$ cat src/rtl/afe_spi_shifter_pkg.sv
// Shared constants, state encoding and divider math for the AFE SPI shifter.
// Status layout: [31] busy, [30] overrun, [26:24] last channel, [WORD_WIDTH-1:0] last word.
package afe_spi_shifter_pkg;

  localparam int BUSY_BIT    = 31;
  localparam int OVERRUN_BIT = 30;
  localparam int CHSEL_LSB   = 24;
  localparam int CHSEL_W     = 3;

  typedef enum logic [2:0] {
    ST_IDLE,
    ST_CLK_LO,
    ST_CLK_HI,
    ST_LE_GAP,
    ST_LE_HI
  } state_e;

  // ceil(sys / (2*spi)): the SPI clock never exceeds its rated frequency
  function automatic int half_div(input longint sys_rate, input longint spi_rate);
    return int'((sys_rate + 2 * spi_rate - 1) / (2 * spi_rate));
  endfunction

endpackage

$ cat src/rtl/afe_spi_shifter_tick_gen.sv
// Half-period divider: one-cycle tick every HALF_DIV cycles, phase reset by restart_i.
module afe_spi_tick_gen #(
  parameter int HALF_DIV = 50
) (
  input  logic clk_i,
  input  logic rst_n_i,
  input  logic restart_i,
  output logic tick_o
);

  localparam int CW = (HALF_DIV > 1) ? $clog2(HALF_DIV) : 1;
  localparam logic [CW-1:0] LAST = CW'(HALF_DIV - 1);

  logic [CW-1:0] cnt_q;

  always_ff @(posedge clk_i or negedge rst_n_i) begin
    if (!rst_n_i)                       cnt_q <= '0;
    else if (restart_i || cnt_q == LAST) cnt_q <= '0;
    else                                cnt_q <= cnt_q + 1'b1;
  end

  assign tick_o = (cnt_q == LAST);

endmodule

$ cat src/rtl/afe_spi_shifter.sv
// Serial loader for the AFE attenuators: shifts a CSR word MSB-first out of one of
// CHANNEL_COUNT 3-wire SPI ports, then pulses that port's latch enable.
module afe_spi_shifter
  import afe_spi_shifter_pkg::*;
#(
  parameter int SYSCLK_RATE   = 99999001,
  parameter int SPI_CLK_RATE  = 1000000,
  parameter int CHANNEL_COUNT = 2,
  parameter int WORD_WIDTH    = 16
) (
  input  logic                     sysClk,
  input  logic                     sysReset_n,
  input  logic                     csrStrobe,
  input  logic [31:0]              GPIO_OUT,
  output logic [31:0]              status,
  output logic [CHANNEL_COUNT-1:0] AFE_SPI_CLK,
  output logic [CHANNEL_COUNT-1:0] AFE_SPI_SDI,
  output logic [CHANNEL_COUNT-1:0] AFE_SPI_LE
);

  localparam int HALF_DIV = half_div(longint'(SYSCLK_RATE), longint'(SPI_CLK_RATE));
  localparam int BW       = $clog2(WORD_WIDTH + 1);

  generate
    if (HALF_DIV < 1) begin : g_bad_div
      $error("afe_spi_shifter: HALF_DIV must be at least 1");
    end
    if (CHANNEL_COUNT < 1 || CHANNEL_COUNT > 8 || WORD_WIDTH < 1 || WORD_WIDTH > 24) begin : g_bad_cfg
      $error("afe_spi_shifter: CHANNEL_COUNT or WORD_WIDTH out of range");
    end
  endgenerate

  state_e                   state_q;
  logic [WORD_WIDTH-1:0]    sh_q, sh_d, word_q, new_word;
  logic [BW-1:0]            bits_q;
  logic [CHSEL_W-1:0]       ch_q, new_ch;
  logic                     busy_q, ovr_q;
  logic [CHANNEL_COUNT-1:0] clk_q, sdi_q, le_q, new_mask, ch_mask;
  logic                     accept, tick;
  logic                     unused_gpio;

  assign new_word    = GPIO_OUT[WORD_WIDTH-1:0];
  assign new_ch      = GPIO_OUT[CHSEL_LSB +: CHSEL_W];
  assign unused_gpio = ^GPIO_OUT;
  assign accept      = csrStrobe && (state_q == ST_IDLE);
  assign sh_d        = sh_q << 1;

  // Out-of-range selects match no bit, so the transaction runs with every pin parked
  always_comb begin
    new_mask = '0;
    ch_mask  = '0;
    for (int i = 0; i < CHANNEL_COUNT; i++) begin
      new_mask[i] = (new_ch == CHSEL_W'(i));
      ch_mask[i]  = (ch_q == CHSEL_W'(i));
    end
  end

  afe_spi_tick_gen #(.HALF_DIV(HALF_DIV)) u_tick (
    .clk_i     (sysClk),
    .rst_n_i   (sysReset_n),
    .restart_i (accept),
    .tick_o    (tick)
  );

  always_ff @(posedge sysClk or negedge sysReset_n) begin
    if (!sysReset_n) begin
      state_q <= ST_IDLE;
      sh_q    <= '0;
      word_q  <= '0;
      bits_q  <= '0;
      ch_q    <= '0;
      busy_q  <= 1'b0;
      ovr_q   <= 1'b0;
      clk_q   <= '0;
      sdi_q   <= '0;
      le_q    <= '0;
    end else begin
      if (csrStrobe && state_q != ST_IDLE) ovr_q <= 1'b1;
      unique case (state_q)
        ST_IDLE: if (csrStrobe) begin
          state_q <= ST_CLK_LO;
          sh_q    <= new_word;
          word_q  <= new_word;
          ch_q    <= new_ch;
          bits_q  <= BW'(WORD_WIDTH);
          busy_q  <= 1'b1;
          ovr_q   <= 1'b0;
          sdi_q   <= new_mask & {CHANNEL_COUNT{new_word[WORD_WIDTH-1]}};
        end
        ST_CLK_LO: if (tick) begin
          state_q <= ST_CLK_HI;
          clk_q   <= ch_mask;
        end
        // SDI changes on the falling edge so it is stable a full period around each rise
        ST_CLK_HI: if (tick) begin
          clk_q  <= '0;
          sh_q   <= sh_d;
          bits_q <= bits_q - 1'b1;
          if (bits_q == BW'(1)) begin
            state_q <= ST_LE_GAP;
            sdi_q   <= '0;
          end else begin
            state_q <= ST_CLK_LO;
            sdi_q   <= ch_mask & {CHANNEL_COUNT{sh_d[WORD_WIDTH-1]}};
          end
        end
        ST_LE_GAP: if (tick) begin
          state_q <= ST_LE_HI;
          le_q    <= ch_mask;
        end
        ST_LE_HI: if (tick) begin
          state_q <= ST_IDLE;
          le_q    <= '0;
          busy_q  <= 1'b0;
        end
        default: state_q <= ST_IDLE;
      endcase
    end
  end

  always_comb begin
    status                        = '0;
    status[BUSY_BIT]              = busy_q;
    status[OVERRUN_BIT]           = ovr_q;
    status[CHSEL_LSB +: CHSEL_W]  = ch_q;
    status[WORD_WIDTH-1:0]        = word_q;
  end

  assign AFE_SPI_CLK = clk_q;
  assign AFE_SPI_SDI = sdi_q;
  assign AFE_SPI_LE  = le_q;

endmodule
$ cat config.mk
export PLATFORM = sky130hd
export DESIGN_NAME = afe_spi_shifter
export DESIGN_NICKNAME = d
export VERILOG_FILES = /design/src/rtl/afe_spi_shifter_pkg.sv /design/src/rtl/afe_spi_shifter_tick_gen.sv /design/src/rtl/afe_spi_shifter.sv
export SDC_FILE = /design/constraint.sdc
export NUM_CORES = 1
export LEC_CHECK = 0
export CAP_MARGIN = 40
export CORE_ASPECT_RATIO = 0.9
export CORE_MARGIN = 2
export CORE_UTILIZATION = 40
export CTS_BUF_LIST = sky130_fd_sc_hd__clkbuf_16
export DETAILED_ROUTE_END_ITERATION = 10
export DONT_BUFFER_PORTS = 1
export SETUP_SLACK_MARGIN = 0.5
export SYNTH_ARGS = -nofsm -noshare
export SYNTH_HDL_FRONTEND = slang
export SYNTH_SLANG_ARGS = --single-unit
export TNS_END_PERCENT = 100
$ cat constraint.sdc
create_clock -name sysClk -period 2.08 [get_ports sysClk]
set_input_delay 0.104 -clock sysClk [delete_from_list [all_inputs] [get_ports sysClk]]
set_output_delay 0.104 -clock sysClk [all_outputs]
set_load 0.005 [all_outputs]
### After elaboration in Yosys (flattened, before gate mapping)

Index checks and enable logic that the tools add are counted.

* flip-flop bits (word level): 56
* input bits: 35
* output and inout port bits: 38
* logic and storage cells: 73

* add/sub/neg operators: 2
* equality and inequality tests: 13
* muxes and demuxes: 28
* bitwise operators: 2
* reductions and logical operators: 17

Operators with widths (count)
* 15-bit two-way mux: 2
* 15-bit case mux with 2 select lines: 1
* 3-bit two-way mux: 5
* 3-bit case mux with 5 select lines: 1
* 2-bit two-way mux: 6
* 2-bit case mux with 2 select lines: 3
* 3-bit AND reduction: 4
* 5-bit two-way mux: 2
* 2-bit inequality test, second input constant: 5
* 5-bit case mux with 2 select lines: 1
* 3-bit by 1-bit == test with 1-bit output, second input constant: 3
* 3-bit zero test: 3
* 2-bit nonzero test: 4
* 6-bit by 1-bit adder with 6-bit output, second input constant: 1
* 3-bit by 2-bit == test with 1-bit output, second input constant: 2
* 6-bit == test, second input constant: 1
* 6-bit two-way mux: 1
* 5-bit by 1-bit == test with 1-bit output, second input constant: 1
* 1-bit two-way mux: 5
* 5-bit AND reduction: 1
* 5-bit by 1-bit subtractor with 5-bit output, second input constant: 1
* 2-bit bitwise AND: 2
* 3-bit == test, second input constant: 1
* 3-bit nonzero test: 1
* other kinds (4): 5

### Depth between registers and ports, before layout

Gate-level depths: netlist of the first run.

* word-level depth: 5
* gate-level depth with buffers: 8
* gate-level depth less buffers: 6

### Cells and area by module

A second synthesis of the first run with hierarchy kept.

* cell total of the unflattened synthesis: 236
* area, all modules: 2682.6 um^2

Modules (own cells, without submodules)
* afe_spi_shifter: instances 1, cells an instance 210, area each 2401.1 um^2, sequential area each 1251.2 um^2
* afe_spi_tick_gen: instances 1, cells an instance 26, area each 281.5 um^2, sequential area each 150.1 um^2

### Worst setup path before layout of the first run

OpenSTA, ideal clock, no wires.

* kind: register to register
* start: register u_tick.cnt_q[1]
* end: register clk_q[0] (netlist: AFE_SPI_CLK[0])
* library setup time: 121 ps
* data arrival time: 1695 ps
* required time: 1959 ps
* setup slack: 264 ps
* cell stages (with the launch flop): 8
* path buffers: 1
* period minus slack after synthesis: 1816 ps
* cells stage by stage: dfrtp_1 inv_1 ha_1 nand4b_4 or2_1 clkbuf_1 or3_1 a22o_1

* longest elaborated chain between the ends: 3
* elaborated cells on any way between the ends: 4
* those cells by class: 3 x eq/ne; 1 x reduce/logical

RTL lines
* start: declaration: line afe_spi_shifter_tick_gen.sv:14 `logic [CW-1:0] cnt_q;`
* start signal: assignment: line afe_spi_shifter_tick_gen.sv:19 `else cnt_q <= cnt_q + 1'b1;`
* 6-bit == test (*): line afe_spi_shifter_tick_gen.sv:22 `assign tick_o = (cnt_q == LAST);`
* 2-bit inequality test (no source line)
* 3-bit AND reduction (no source line) (*)
* end signal: assignment: line afe_spi_shifter.sv:92 `clk_q <= ch_mask;`
* end: declaration: line afe_spi_shifter.sv:38 `logic [CHANNEL_COUNT-1:0] clk_q, sdi_q, le_q, new_mask, ch_mask;`

Every way passes the cells marked *; elsewhere a longest branch is shown, timed or not.
A chain may end at the register's enable or synchronous reset.

### Final worst setup path of the first run

* start: register state_q[2]
* end: register sh_q[9]

* longest elaborated chain between the ends: 3
* elaborated cells on any way between the ends: 7
* those cells by class: 3 x eq/ne; 1 x mux; 3 x reduce/logical

RTL lines
* start: declaration: line afe_spi_shifter.sv:33 `state_e state_q;`
* start signal: assignment: line afe_spi_shifter.sv:67 `state_q <= ST_IDLE;`
* start signal: assignment: line afe_spi_shifter.sv:81 `state_q <= ST_CLK_LO;`
* start signal: assignment: line afe_spi_shifter.sv:91 `state_q <= ST_CLK_HI;`
* 3-bit by 2-bit == test with 1-bit output or 3-bit zero test (tied branches): line afe_spi_shifter.sv:79 `unique case (state_q)`
* 2-bit inequality test (no source line) or 2-bit nonzero test (tied branches)
* 3-bit AND reduction (no source line)
* end signal: assignment: line afe_spi_shifter.sv:82 `sh_q <= new_word;`
* end: declaration: line afe_spi_shifter.sv:34 `logic [WORD_WIDTH-1:0] sh_q, sh_d, word_q, new_word;`

Several ways; a longest one is shown, not always the timed one.

==> results.cfg, run 1 <==
[global_route]
grtUsageMet1_pct = 23.55
grt.total_usage_pct = 17.28
busiest_layer = met2
grt_first_pass_wirelength_mm = 9.942
grt_remaining_overflow = 0
grt_max_degree = 57
met3_usage_pct = 3.803
first_global_vias = 2027
grtUsageMet2_pct = 27.42
antenna_found_initial = 0

[route]
drt_iter0_markers = 197
drt_wl_total_mm = 6.352
avgRoutedWirePerCell_um = 15.12
ant_nets = 0
vias = 2106
via_per_inst = 5.014
drtPass1Iterations = 4
drc = 0

[clock_tree]
cts_tree = built
h-tree-depth = 2
insertion_delay_ns = 0.29
path_clk_slew_ns = 0.07
cts_root_buffer = clkbuf_16
cts_sinks = 56
numCtsBuffers = 5
clockBufferDepth = 2

[synth]
yosys-top-cells-area = dfrtp_1 53%, nand2_1 13%, nor2_1 4.5%
yosys_register_bits = 56
syn_avg_cell_area_sq_um = 9.152
ys_async_sr_fraction_pct = 100.0
synth_edf_count = 0
ys_types = 42
netlist_instances = 289
syn_area_sq_um = 2645
yosys.area.top_type = dfrtp_1
yosys_warnings = 0
yosysSeqAreaShare_pct = 52.98
yosys_most_used_dff = dfrtp_1
synth_top_area_share_pct = 52.98

[final_layout]
antenna_cells = 0
layout.nets = 370
area_delta_synth_final_pct = 35.71
final_common_cell = nand2_1
mostFrequentLayoutCells = 90 x nand2_1, 55 x dfrtp_1, 22 x nor2_1
drive_gt1_share_pct = 22.73

[worst_setup_path]
endpoint_kind = flop
worstSetupStartpointType = flop
reg2reg_slack_ns = 0.32
cp.required_ns = 2.25
crit_type = flop to flop
rr_worst_depth = 7
cp.arrival_ns = 1.93
worst-path-max-fanout = 5

[sta]
post-route-worst-setup-slack_ns = 0.3222
fmax_mhz = 568.9
rsz0062_at_grt = yes
maxSlewViolCount = 0
fin_worst_skew_ns = 0.007806
hold_viol = 0
setup_viol = 0
min_period_ns = 1.758
fin_crit_sh_pct = 84.51
hold_slack_ns = 0.01752
fin_tns_setup_ns = 0

[floorplan]
rows = 28
core_area_sq_um = 6481
start_util_pct = 40.81
die_h_um = 81.15
design.die.area_sq_um = 7280
ioPinCount = 73
die_w_um = 89.72

[hold_path]
hold_depth = 2
hold_path_class = primary input to flop

[pwr]
irDropWorstVdd_v = 0.0005171
power_uw = 4027
cellLeakagePower_uw = 0.001614
pwr_density_cell_nw_per_um2 = 1122

[placement]
hpwl_mm = 3.567
place_ws_ns = 0.2162
place_congestion = 0.7232
io_buffers = 0

[job]
maxCapViolCount = 0

[status]
status = completed
==> worst max-delay path, cell delays in order (launching register included) <==
cell and delay (ns):
dfrtp_1 0.41, or3b_4 0.42, o31ai_4 0.23, buf_6 0.16
buf_8 0.14, buf_12 0.11, buf_16 0.10, a31oi_1 0.06
==> what timing repair did <==
item	4_1_cts	5_1_grt
buffers inserted	16	1
resized for setup	24	18
endpoints found under the hold margin	92	0
endpoints found under the setup margin	54	36
pin swaps	6	4
hold buffers	22	0
gates cloned	5	1
==> metal layers <==
layer	wire length, um	share of wire (%)	vias up
li1	-	-	1014
met3	397	6.3	7
met5	0	0	-
met4	79	1.2	0
met1	2811	44	1016
met2	3063	48	69
==> power by group <==
group,switching [uW],internal [uW]
combinational,586,642
clock,367,555
sequential,362,1510
==> flip-flops by register name (all words and copies together), names as in the netlist, named ones only <==
name	count
state_q	3
sh_q	15
bits_q	5
u_tick.cnt_q	6
AFE_SPI_SDI	2
AFE_SPI_CLK	2
word_q	16
AFE_SPI_LE	2
ch_q	3
busy_q	1
==> synthesized netlist by cell type, types with 3 or more instances <==
library cell	n
or3_1	3
o21ai_0	4
ha_1	4
nor3_1	4
inv_1	7
dfrtp_1	56
buf_2	6
nand2_1	91
buf_4	13
nor2_1	32
clkbuf_1	7
nand3_1	4
a31oi_1	14
a21oi_1	3
==> kinds of logic (layout without fill, tap and decap cells) <==
| family | after synthesis | count (layout) | synth area share, % |
|---|---|---|---|
| and+or+nand+nor | 147 | 147 | 24.69 |
| DFF | 56 | 56 | 52.98 |
| AOI/OAI and AO/OA | 39 | 39 | 10.64 |
| buffers and inverters | 37 | 68 | 7.947 |
| adders and majority gates | 4 | 4 | 1.892 |
| xor gates and xnor gates | 4 | 4 | 1.325 |
| other | 1 | 11 | 0.1418 |
| muxes | 1 | 1 | 0.3784 |
==> area by class of cell <==
class                      instances  area [sq um]
sequential                        56          1403
multi-input combinational        206          1221
inverter                           7         26.28
clock inverter                     1         30.03
tap                               90         112.6
fill                             563          2892
clock buffer                       5         125.1
timing repair buffer              55         671.9
==> final timing paths <==
check | startpoint | endpoint
max in group asynchronous | sysReset_n | async pin
worst max-delay path | state_q[2] | sh_q[9]
worst min register to register | word_q[5] | word_q[5]
worst max register to register | state_q[2] | sh_q[9]
min in group asynchronous | sysReset_n | AFE_SPI_LE[0]
worst min-delay path | GPIO_OUT[24] | AFE_SPI_SDI[1]
==> metrics by stage <==
step / util (%) / cells / cell area [sq um]
floorplan: - / 299 / 2730
global placement: 41.91 / 369 / 2716
detailed placement: 41.91 / 369 / 2716
CTS: 53.57 / 418 / 3472
global route: 55.39 / 420 / 3590
finish: 55.39 / 420 / 3590
Power figures use the tool's default switching activity.
==> run 2, diff against run 1 <==
--- a/config.mk
+++ b/config.mk
@@ -5,6 +5,7 @@
 export SDC_FILE = /design/constraint.sdc
 export NUM_CORES = 1
 export LEC_CHECK = 0
+export ABC_AREA = 1
 export CAP_MARGIN = 40
 export CORE_ASPECT_RATIO = 0.9
 export CORE_MARGIN = 2
==> constraint.sdc (replaced) <==
create_clock -name sysClk -period 1.5 [get_ports sysClk]
set_input_delay 0.075 -clock sysClk [delete_from_list [all_inputs] [get_ports sysClk]]
set_output_delay 0.075 -clock sysClk [all_outputs]
set_load 0.005 [all_outputs]
==> run 2 against run 1 <==
  * The flow now finishes with violations (negative hold slack)
  * Cell area up 1.6%
  * Critical path type unchanged
  * Global-route usage shrank 0.62 points
  * Sequential share of layout area is 0.60 points lower
==> results.cfg, run 2 <==
[status]
status = finished with violations
violations = negative hold slack

[global_route]
grt_remaining_overflow = 0
grt.total_usage_pct = 16.67
antenna_found_initial = 0
first_global_vias = 2157
grt_first_pass_wirelength_mm = 10.23
grt_max_degree = 57

[placement]
dpl-instance-area_sq_um = 2860
io_buffers = 0
place_congestion = 0.8462
hpwl_mm = 3.985
place_inst = 431

[synth]
yosys_register_bits = 56
yosys-top-cells-area = dfrtp_1 50%, nand2_1 19%, nand3_1 5.4%
synth_edf_count = 0
synth.most_common_cell = nand2_1
synth_top_area_share_pct = 50.04
syn_avg_cell_area_sq_um = 8.070
syn_area_sq_um = 2800
netlist_instances = 347
ys_async_sr_fraction_pct = 100.0
ys_types = 24
yosys_warnings = 0
yosys.area.top_type = dfrtp_1
yosysSeqAreaShare_pct = 50.04
yosys_most_used_dff = dfrtp_1
synthTopCellsByCount = 139 x nand2_1, 56 x dfrtp_1, 30 x nand3_1

[worst_setup_path]
endpoint_kind = flop
cpPeakStageDelay_ns = 0.44
cp_num_cells = 7
r2r-end = sh_q[13]
reg2reg_slack_ns = 0.05
cp.arrival_ns = 1.63
cp.required_ns = 1.68
worst-path-max-fanout = 7
reg2reg_from = state_q[2]
crit_type = flop to flop
worstSetupStartpointType = flop
crit_path_start = state_q[2]
cp-endpoint = sh_q[13]
cp_cell_sequence = nor2_4 > buf_6 > nand3_4 > buf_4 > clkbuf_16 > nand3_1 > nand2_1
rr_worst_depth = 7
slowest_stage = dfrtp_2
worst-path-buf-inv = 3
crit_family = buffers and inverters

[final_layout]
drive_gt1_share_pct = 22.82
layout.nets = 428
finalNonFillerCells = 480
largest-register = word_q
final_area_sq_um = 3646
fillers = 624
final_common_cell = nand2_1
mostFrequentLayoutCells = 115 x nand2_1, 55 x dfrtp_1, 25 x nand3_1
largest_reg_flops = 16
antenna_cells = 0
largest_registers = word_q: 16 flops, sh_q: 15 flops, u_tick.cnt_q: 6 flops
area_delta_synth_final_pct = 30.21

[pwr]
p_clk_share_pct = 19.2
sequentialPowerShare_pct = 37.7
internal_power_uw = 4241
cellLeakagePower_uw = 0.001876
power.switching_uw = 2546
sw_frac_of_total_pct = 37.52
irDropWorstVdd_v = 0.0007563
combPwrFrac_pct = 43.2
pwr_density_cell_nw_per_um2 = 1862

[sta]
maxSlewViolCount = 0
fin_worst_skew_ns = 0.003861
min_period_ns = 1.452
rsz0062_at_grt = yes
hold_viol = 56
fmax_mhz = 688.6
setup_viol = 0
fin_crit_sh_pct = 96.82
hold_slack_ns = -0.5259

[clock_tree]
cts_tree = built
clockBufferDepth = 2
hold_buffers = 20
cts_root_buffer = clkbuf_16
numCtsBuffers = 5
insertion_delay_ns = 0.29
path_clk_slew_ns = 0.07
cts_sinks = 56
h-tree-depth = 2

[route]
drt_wl_total_mm = 6.597
vias = 2306
wl_met3_um = 228
via_per_inst = 4.804
drc = 0
drt_iter0_markers = 71
highest_layer = met4
drtPass1Iterations = 4
avgRoutedWirePerCell_um = 13.74
wl_met2_mm = 3.373
met1Wirelength_mm = 2.908
ant_nets = 0

[floorplan]
design.die.area_sq_um = 7687
ioPinCount = 73
die_h_um = 83.38
start_util_pct = 41.85
die_w_um = 92.20
rows = 28
core_area_sq_um = 6691

[job]
maxCapViolCount = 0

[hold_path]
hold_path_class = primary input to async pin
run 2: timing repair:
item / in CTS / in global routing
resized for setup: 15 / 42
pin swaps: 4 / 5
buffers inserted: 7 / 9
gates cloned: 1 / 4
endpoints found under the setup margin: 56 / 56
hold endpoints to repair: 84 / 56
run 2: cells by family (layout without fill, tap and decap cells):
| kind of cell | Yosys count | after routing | synth area share [%] |
|---|---|---|---|
| and+or+nand+nor | 198 | 198 | 29.94 |
| adders and majority gates | 4 | 4 | 1.787 |
| DFF | 56 | 56 | 50.04 |
| buffers and inverters | 54 | 87 | 11.08 |
| xor gates and xnor gates | 3 | 3 | 0.9385 |
| other | 1 | 11 | 0.1339 |
| AOI/OAI and AO/OA | 31 | 31 | 6.077 |
run 2: area by class of cell:
type,instances,area [sq um],area share (%)
clock buffers,5,125.1,3.432
clock inverters,3,37.54,1.030
inverters,28,123.9,3.397
multi-input cells,247,1252,34.35
flip-flops and latches,56,1403,38.47
well taps,90,112.6,3.089
repair buffers,50,575.6,15.79
repair inverters,1,16.27,0.4461
run 2: metal layers:
metal	global-route usage, %	up-vias
met5	0	-
met4	4.885	0
met3	3.811	7
met2	28.07	45
met1	21.43	1112
li1	-	1142
run 2: through the flow:
stage               utilization (%)  hold slack (ns)  total power, uW  setup TNS, ns  worst slack [ns]
floorplan                         -          -0.2206             4148              0            0.2703
global placement              42.75          -0.2178             4451              0           0.09319
CTS                           50.15          -0.5370             6151              0           0.08891
finish                        54.49          -0.5259             6788              0           0.04771
detailed placement            42.75          -0.2179             4532              0           0.07215
global route                  54.49          -0.5419             7311      -0.002986         -0.002986
run 2: how the worst min path moves through the flow:
stage,to,depth (start not counted),from
2_1_floorplan,AFE_SPI_CLK[0],0,sysReset_n
4_1_cts,bits_q[0],0,sysReset_n
3_3_place_gp,AFE_SPI_LE[1],0,sysReset_n
5_1_grt,sh_q[5],0,sysReset_n
3_5_place_dp,AFE_SPI_LE[1],0,sysReset_n
6_report,AFE_SPI_LE[1],0,sysReset_n
run 2: power groups by stage:
| stage | Clock [uW] | Sequential, uW | Combinational [uW] |
|---|---|---|---|
| final | 1300 | 2560 | 2930 |
| after CTS | 1340 | 2550 | 2270 |
| after detailed placement | 0 | 2570 | 1960 |
| after global routing | 1410 | 2620 | 3280 |
| after floorplan | 0 | 2480 | 1670 |
| after global placement | 0 | 2560 | 1890 |
